<file path="src/rtl/ldpc_enc_pkg.sv">
// ldpc_enc shared definitions: rates, code sizes,
// FSM states and generator-row table seeds.
package ldpc_enc_pkg;

  localparam logic RATE_12 = 1'b0;
  localparam logic RATE_34 = 1'b1;

  localparam int N_LEN = 96;
  localparam int K_R12 = 48;
  localparam int K_R34 = 72;
  localparam int M_R12 = N_LEN - K_R12;
  localparam int M_R34 = N_LEN - K_R34;
  localparam int M_MAX = M_R12;

  localparam logic [6:0] K12_LAST = 7'(K_R12 - 1);
  localparam logic [6:0] K34_LAST = 7'(K_R34 - 1);
  localparam logic [6:0] M12_LAST = 7'(M_R12 - 1);
  localparam logic [6:0] M34_LAST = 7'(M_R34 - 1);

  // Row i of table r is the seed rotated left by
  // (i mod 48) with the index XORed into the low bits.
  localparam logic [M_MAX-1:0] G_SEED [2] = '{
    48'hA5C3_96F0_1E2D,
    48'h3C6E_B1D4_8A97
  };

  typedef enum logic [1:0] {
    IDLE   = 2'd0,
    INFO   = 2'd1,
    PARITY = 2'd2
  } state_e;

endpackage

</file>
<file path="src/rtl/ldpc_enc_grom.sv">
// ldpc_enc generator-row lookup.
// Pure combinational (rate, index) -> row.
import ldpc_enc_pkg::*;

module ldpc_enc_grom (
  input  logic             rate_i,
  input  logic [6:0]       idx_i,
  output logic [M_MAX-1:0] row_o
);

  logic [6:0]         rot;
  logic [2*M_MAX-1:0] dbl;
  logic [M_MAX-1:0]   seed;

  // Rotate the table seed and fold in the index;
  // rate 3/4 rows keep only the low 24 bits.
  always_comb begin
    seed = G_SEED[rate_i];
    rot  = (idx_i >= 7'd48) ? idx_i - 7'd48 : idx_i;
    dbl  = {seed, seed} << rot;
    row_o = dbl[2*M_MAX-1:M_MAX] ^ {41'd0, idx_i};
    if (rate_i == RATE_34)
      row_o[M_MAX-1:M_R34] = '0;
  end

endmodule

</file>
<file path="src/rtl/ldpc_enc.sv">
// ldpc_enc: bit-serial systematic LDPC encoder.
// Info bits echoed, parity accumulated then shifted out.
import ldpc_enc_pkg::*;

module ldpc_enc (
  input  logic clk,
  input  logic reset,
  input  logic code_rate,
  input  logic data_in,
  input  logic sync_in,
  output logic data_out,
  output logic sync_out,
  output logic valid_out,
  output logic busy,
  output logic sync_err
);

  state_e           state_q;
  logic [6:0]       cnt_q;
  logic [M_MAX-1:0] p_q;
  logic             rate_q;
  logic             data_q;
  logic             sync_q;
  logic             valid_q;
  logic             busy_q;
  logic             err_q;

  logic [6:0]       k_last;
  logic [6:0]       m_last;
  logic             par_end;
  logic             accept;
  logic             rom_rate;
  logic [6:0]       rom_idx;
  logic [M_MAX-1:0] row;
  logic [M_MAX-1:0] row_g;

  // Block sizes, acceptance window and ROM address.
  // INFO at count c samples info bit c+1; the
  // accepted sync cycle itself samples bit 0.
  always_comb begin
    k_last   = rate_q ? K34_LAST : K12_LAST;
    m_last   = rate_q ? M34_LAST : M12_LAST;
    par_end  = (state_q == PARITY) && (cnt_q == m_last);
    accept   = sync_in && ((state_q == IDLE) || par_end);
    rom_rate = accept ? code_rate : rate_q;
    rom_idx  = accept ? 7'd0 : cnt_q + 7'd1;
    row_g    = data_in ? row : '0;
  end

  ldpc_enc_grom u_grom (
    .rate_i (rom_rate),
    .idx_i  (rom_idx),
    .row_o  (row)
  );

  // Control FSM with registered outputs.
  always_ff @(posedge clk) begin
    if (reset) begin
      state_q <= IDLE;
      cnt_q   <= '0;
      p_q     <= '0;
      rate_q  <= 1'b0;
      data_q  <= 1'b0;
      sync_q  <= 1'b0;
      valid_q <= 1'b0;
      busy_q  <= 1'b0;
      err_q   <= 1'b0;
    end else begin
      err_q   <= sync_in && !accept;
      sync_q  <= accept;
      data_q  <= 1'b0;
      valid_q <= 1'b0;
      if (accept) begin
        state_q <= INFO;
        cnt_q   <= '0;
        rate_q  <= code_rate;
        p_q     <= row_g;
        data_q  <= data_in;
        valid_q <= 1'b1;
        busy_q  <= 1'b1;
      end else begin
        unique case (state_q)
          IDLE: begin
            busy_q <= 1'b0;
          end
          INFO: begin
            valid_q <= 1'b1;
            busy_q  <= 1'b1;
            if (cnt_q == k_last) begin
              data_q  <= p_q[0];
              p_q     <= p_q >> 1;
              cnt_q   <= '0;
              state_q <= PARITY;
            end else begin
              data_q <= data_in;
              p_q    <= p_q ^ row_g;
              cnt_q  <= cnt_q + 7'd1;
            end
          end
          PARITY: begin
            if (cnt_q == m_last) begin
              busy_q  <= 1'b0;
              cnt_q   <= '0;
              state_q <= IDLE;
            end else begin
              valid_q <= 1'b1;
              busy_q  <= 1'b1;
              data_q  <= p_q[0];
              p_q     <= p_q >> 1;
              cnt_q   <= cnt_q + 7'd1;
            end
          end
          default: begin
            state_q <= IDLE;
            busy_q  <= 1'b0;
          end
        endcase
      end
    end
  end

  assign data_out  = data_q;
  assign sync_out  = sync_q;
  assign valid_out = valid_q;
  assign busy      = busy_q;
  assign sync_err  = err_q;

endmodule

</file>
<file path="config.mk">
export PLATFORM = sky130hd
export DESIGN_NAME = ldpc_enc
export DESIGN_NICKNAME = d
export VERILOG_FILES = /design/src/rtl/ldpc_enc_pkg.sv /design/src/rtl/ldpc_enc_grom.sv /design/src/rtl/ldpc_enc.sv
export SDC_FILE = /design/constraint.sdc
export NUM_CORES = 1
export LEC_CHECK = 0
export ABC_AREA = 1
export BUFFER_PORTS_ARGS = -buffer_cell sky130_fd_sc_hd__buf_4
export CAP_MARGIN = 20
export CORE_ASPECT_RATIO = 0.5
export CORE_MARGIN = 1
export CORE_UTILIZATION = 60
export DETAILED_ROUTE_END_ITERATION = 16
export PLACE_DENSITY = 0.76
export RECOVER_POWER = 100
export SYNTH_ARGS = -nofsm -noshare
export SYNTH_HDL_FRONTEND = slang
export SYNTH_SLANG_ARGS = --single-unit
</file>
<file path="constraint.sdc">
create_clock -name clk -period 8.02 [get_ports clk]
set_input_delay 1.604 -clock clk [delete_from_list [all_inputs] [get_ports clk]]
set_output_delay 1.604 -clock clk [all_outputs]
set_load 0.005 [all_outputs]
</file>
==> flow_metrics.tcl <==
set metrics [dict create \
    p_leak_nw 3.480 \
    overflow 0 \
    grtUsageTotal 0.4162 \
    cp_slowest_cell "inv_1" \
    avgViaCountPerCell 6.416 \
    startpoint_type "input port" \
    grt_setup_unrepaired "false" \
    place_ws_ps 2616 \
    gp_congestion 1.052 \
    layout-drive-gt1-share 0.04473 \
    period_needed_ps 6314 \
    hold_class "flip-flop to flip-flop" \
    critical_path_arrival_ps 6420 \
    syn-cell-area_um2 7448 \
    hpwl_mm 20.02 \
    drc 0 \
    io_buffer_count 9 \
    grt_pass1_wl_mm 41.89 \
    die_w_um 159.6 \
    synth_ff_type "dfxtp_1" \
    drt_pass1_iterations 8 \
    worst_slack_ps 1706 \
    grt_pass1_vias 7813 \
    ctsRootBufferMaster "clkbuf_16" \
    final_util 0.6371 \
    syn_to_final_growth_pct 2.184 \
    r2r_setup_slack_ps 1910 \
    finalSetupTns_ps 0 \
    async_flop_share 0 \
    wl_mm 27.38 \
    hold_violations 0 \
    ys_seq_area_frac 0.1666 \
    cts_made_buffers 9 \
    synth_top_cell_area_share 0.2101 \
    violations "capacitance limit, slew limit" \
    required_ps 8130 \
    cts_resized 0 \
    max_freq_ghz 0.1584 \
    clkTransAtPathRegs_ps 60 \
    die_y_um 80.79 \
    critPathKind "input port to flip-flop" \
    clk-insertion-delay-late_ps 340 \
    grt_max_degree 66 \
    final.setup_skew_ps 6.190 \
    p_per_area_nw_per_um2 274.4 \
    clock-sinks 62 \
    die_area_um2 12890 \
    r2r-start "cnt_q[0]" \
    antenna_cells 0 \
    relSlewSlack -0.7552 \
    totalPowerFinal_mw 2.088 \
    ant_nets 0 \
    max-cap-violations 2 \
    ys_ff_latch 62 \
    ys_warn_count 0 \
    cts_buffer_depth 2 \
    cts_hold_buf 0 \
    synth_area_leader_cell "nand2_1" \
    io_pins 10 \
    postCtsSetupRepairBufs 0 \
    std_cell_rows 28 \
    startpoint "sync_in" \
    worst_pin_slew_ps 2633 \
    nets 1333 \
    maxSlewViolCount 109 \
    cp_cell_sequence "buf_4 > nand2_1 > nand2_1 > inv_1 > ha_1 > ha_1 > nand3_1 > nand2_1 > nand2_1 > o21ai_4 > buf_4 > inv_1 > nand2_1 > nor2_1 > nor2_1 > nor2_1 > nand2_1 > a21oi_1 > o21ai_0 > nand2_1 > a21oi_1" \
    cp_common_cell "nand2_1" \
    antenna_found_initial 0 \
    cts_tree "done" \
    core_area_um2 11950 \
    setup_viol 0 \
    fin_crit_sh 0.7873 \
    nFillCells 1224 \
    synthCells 1375 \
    critPathMaxStageDelay_ps 1230 \
    wire_per_inst_um 18.45 \
    cp_max_fo 60 \
    synth_edf_count 0 \
    synth.distinct_cells 34 \
    run_status "finished, violations left" \
    syn_nets 1394 \
    synth.top_cells.by_area "nand2_1, nand3_1, dfxtp_1" \
    route.vias.total 9521 \
    endpoint_kind "flip-flop" \
    start_util 0.6235 \
    synth_area_per_cell_um2 5.417 \
    holdCritStartpoint "cnt_q[1]" \
    ir_drop_v 0.0001880 \
    drtIter0Drc 1855 \
    htree_levels 3 \
]
-- cells in the final DEF, fill, tap and decap left out --
cell type   synthesis  layout
a21oi_1           122     122
a21oi_2             1       1
a32o_1              1       1
and2_1              1       1
buf_4              12      13
bufinv_16           0       1
clkbuf_1           40       2
clkbuf_16           0       9
clkbuf_4            0       4
clkinv_1            2       2
clkinv_2            0       2
clkinv_4            0       2
clkinvlp_4          0       1
dfxtp_1            62      62
ha_1               14      14
inv_1              95      96
inv_2               4       3
inv_6               0       1
nand2_1           417     419
nand2_2             8       7
nand2_4             2       1
nand3_1           296     296
nand3_2             7       7
nand3b_1            2       2
nand4_1            26      26
nor2_1             73      72
nor2_2              3       4
nor2_4              1       1
nor3_1              2       2
o211ai_1           20      20
o21a_1              4       4
o21ai_0            46      56
o21ai_1            29      19
o21ai_4             1       1
o22ai_1            39      39
or2_2               1       1
xnor2_1             1       1
xor2_1              4       4
-- metrics by stage --
step / area [µm²] / instances / hold WS (ps)
after floorplan: 7448 / 1375 / 458.7
after global placement: 7332 / 1468 / 466.6
after detailed placement: 7332 / 1468 / 481.5
after CTS: 7631 / 1484 / 490.2
after global routing: 7611 / 1484 / 523.0
final: 7611 / 1484 / 491.4
-- cells by family after synthesis --
kind of cell               count (synthesis)  synth area share
buffers and inverters                    192            0.1141
DFF                                       62            0.1666
and+or+nand+nor                          839            0.4959
AOI/OAI and AO/OA                        263            0.1940
xor gates and xnor gates                   5          0.005879
adders and majority gates                 14           0.02352
-- worst max-delay path: cells and delay by family --
kind / cells / cell delay [ps]
compound gates: 4 / 370
fa+ha+maj: 2 / 380
buf+inv: 4 / 1750
simple gates: 11 / 2290
-- path summary, 6_finish.rpt --
| kind | end | depth (start not counted) |
|---|---|---|
| setup / recovery | p_q[28] | 21 |
| hold / removal | cnt_q[1] | 2 |
| setup reg to reg | p_q[28] | 27 |
| hold reg to reg | cnt_q[1] | 2 |
-- synth_stat cells (2+ instances only) --
| cell | number |
|---|---|
| clkbuf_1 | 40 |
| buf_4 | 12 |
| nand3_1 | 296 |
| nand2_4 | 2 |
| o21a_1 | 4 |
| nand3b_1 | 2 |
| xor2_1 | 4 |
| o21ai_0 | 46 |
| nand2_1 | 417 |
| nor2_1 | 73 |
| inv_1 | 95 |
| nand2_2 | 8 |
| nand4_1 | 26 |
| ha_1 | 14 |
| a21oi_1 | 122 |
| nor3_1 | 2 |
| o211ai_1 | 20 |
| nor2_2 | 3 |
| clkinv_1 | 2 |
| inv_2 | 4 |
| buf_1 | 2 |
| buf_6 | 6 |
| dfxtp_1 | 62 |
| buf_2 | 31 |
| o22ai_1 | 39 |
| o21ai_1 | 29 |
| nand3_2 | 7 |
-- layout make-up --
cell class / count / area [µm²] / share of cell area
clock buffer: 9 / 225.2 / 0.02959
clock inverter: 7 / 73.82 / 0.009699
inverter: 101 / 379.1 / 0.04981
multi-input combinational: 1121 / 5350 / 0.7029
sequential: 62 / 1241 / 0.1631
tap: 165 / 206.4 / 0.02712
timing repair buffer: 19 / 135.1 / 0.01775
-- sequential cells by signal (all words and copies together), names as in the netlist --
signal / count
rate_q: 1
busy: 1
sync_err: 1
cnt_q: 7
state_q: 2
data_out: 1
p_q: 48
sync_out: 1
-- power breakdown --
part / switching [mW] / internal (mW)
Clock: 0.168 / 0.242
Combinational: 0.909 / 0.370
Sequential: 0.0372 / 0.363
Total: 1.11 / 0.974
-- routing by layer --
| layer | vias to the layer above | track usage | part of all wire |
|---|---|---|---|
| met5 | - | 0 | 0 |
| met4 | 0 | 0.07981 | 0.013 |
| met3 | 41 | 0.1108 | 0.14 |
| met2 | 631 | 0.6314 | 0.41 |
| met1 | 4320 | 0.5903 | 0.43 |
| li1 | 4529 | - | - |
No activity file was read; power rests on OpenSTA's default activity.
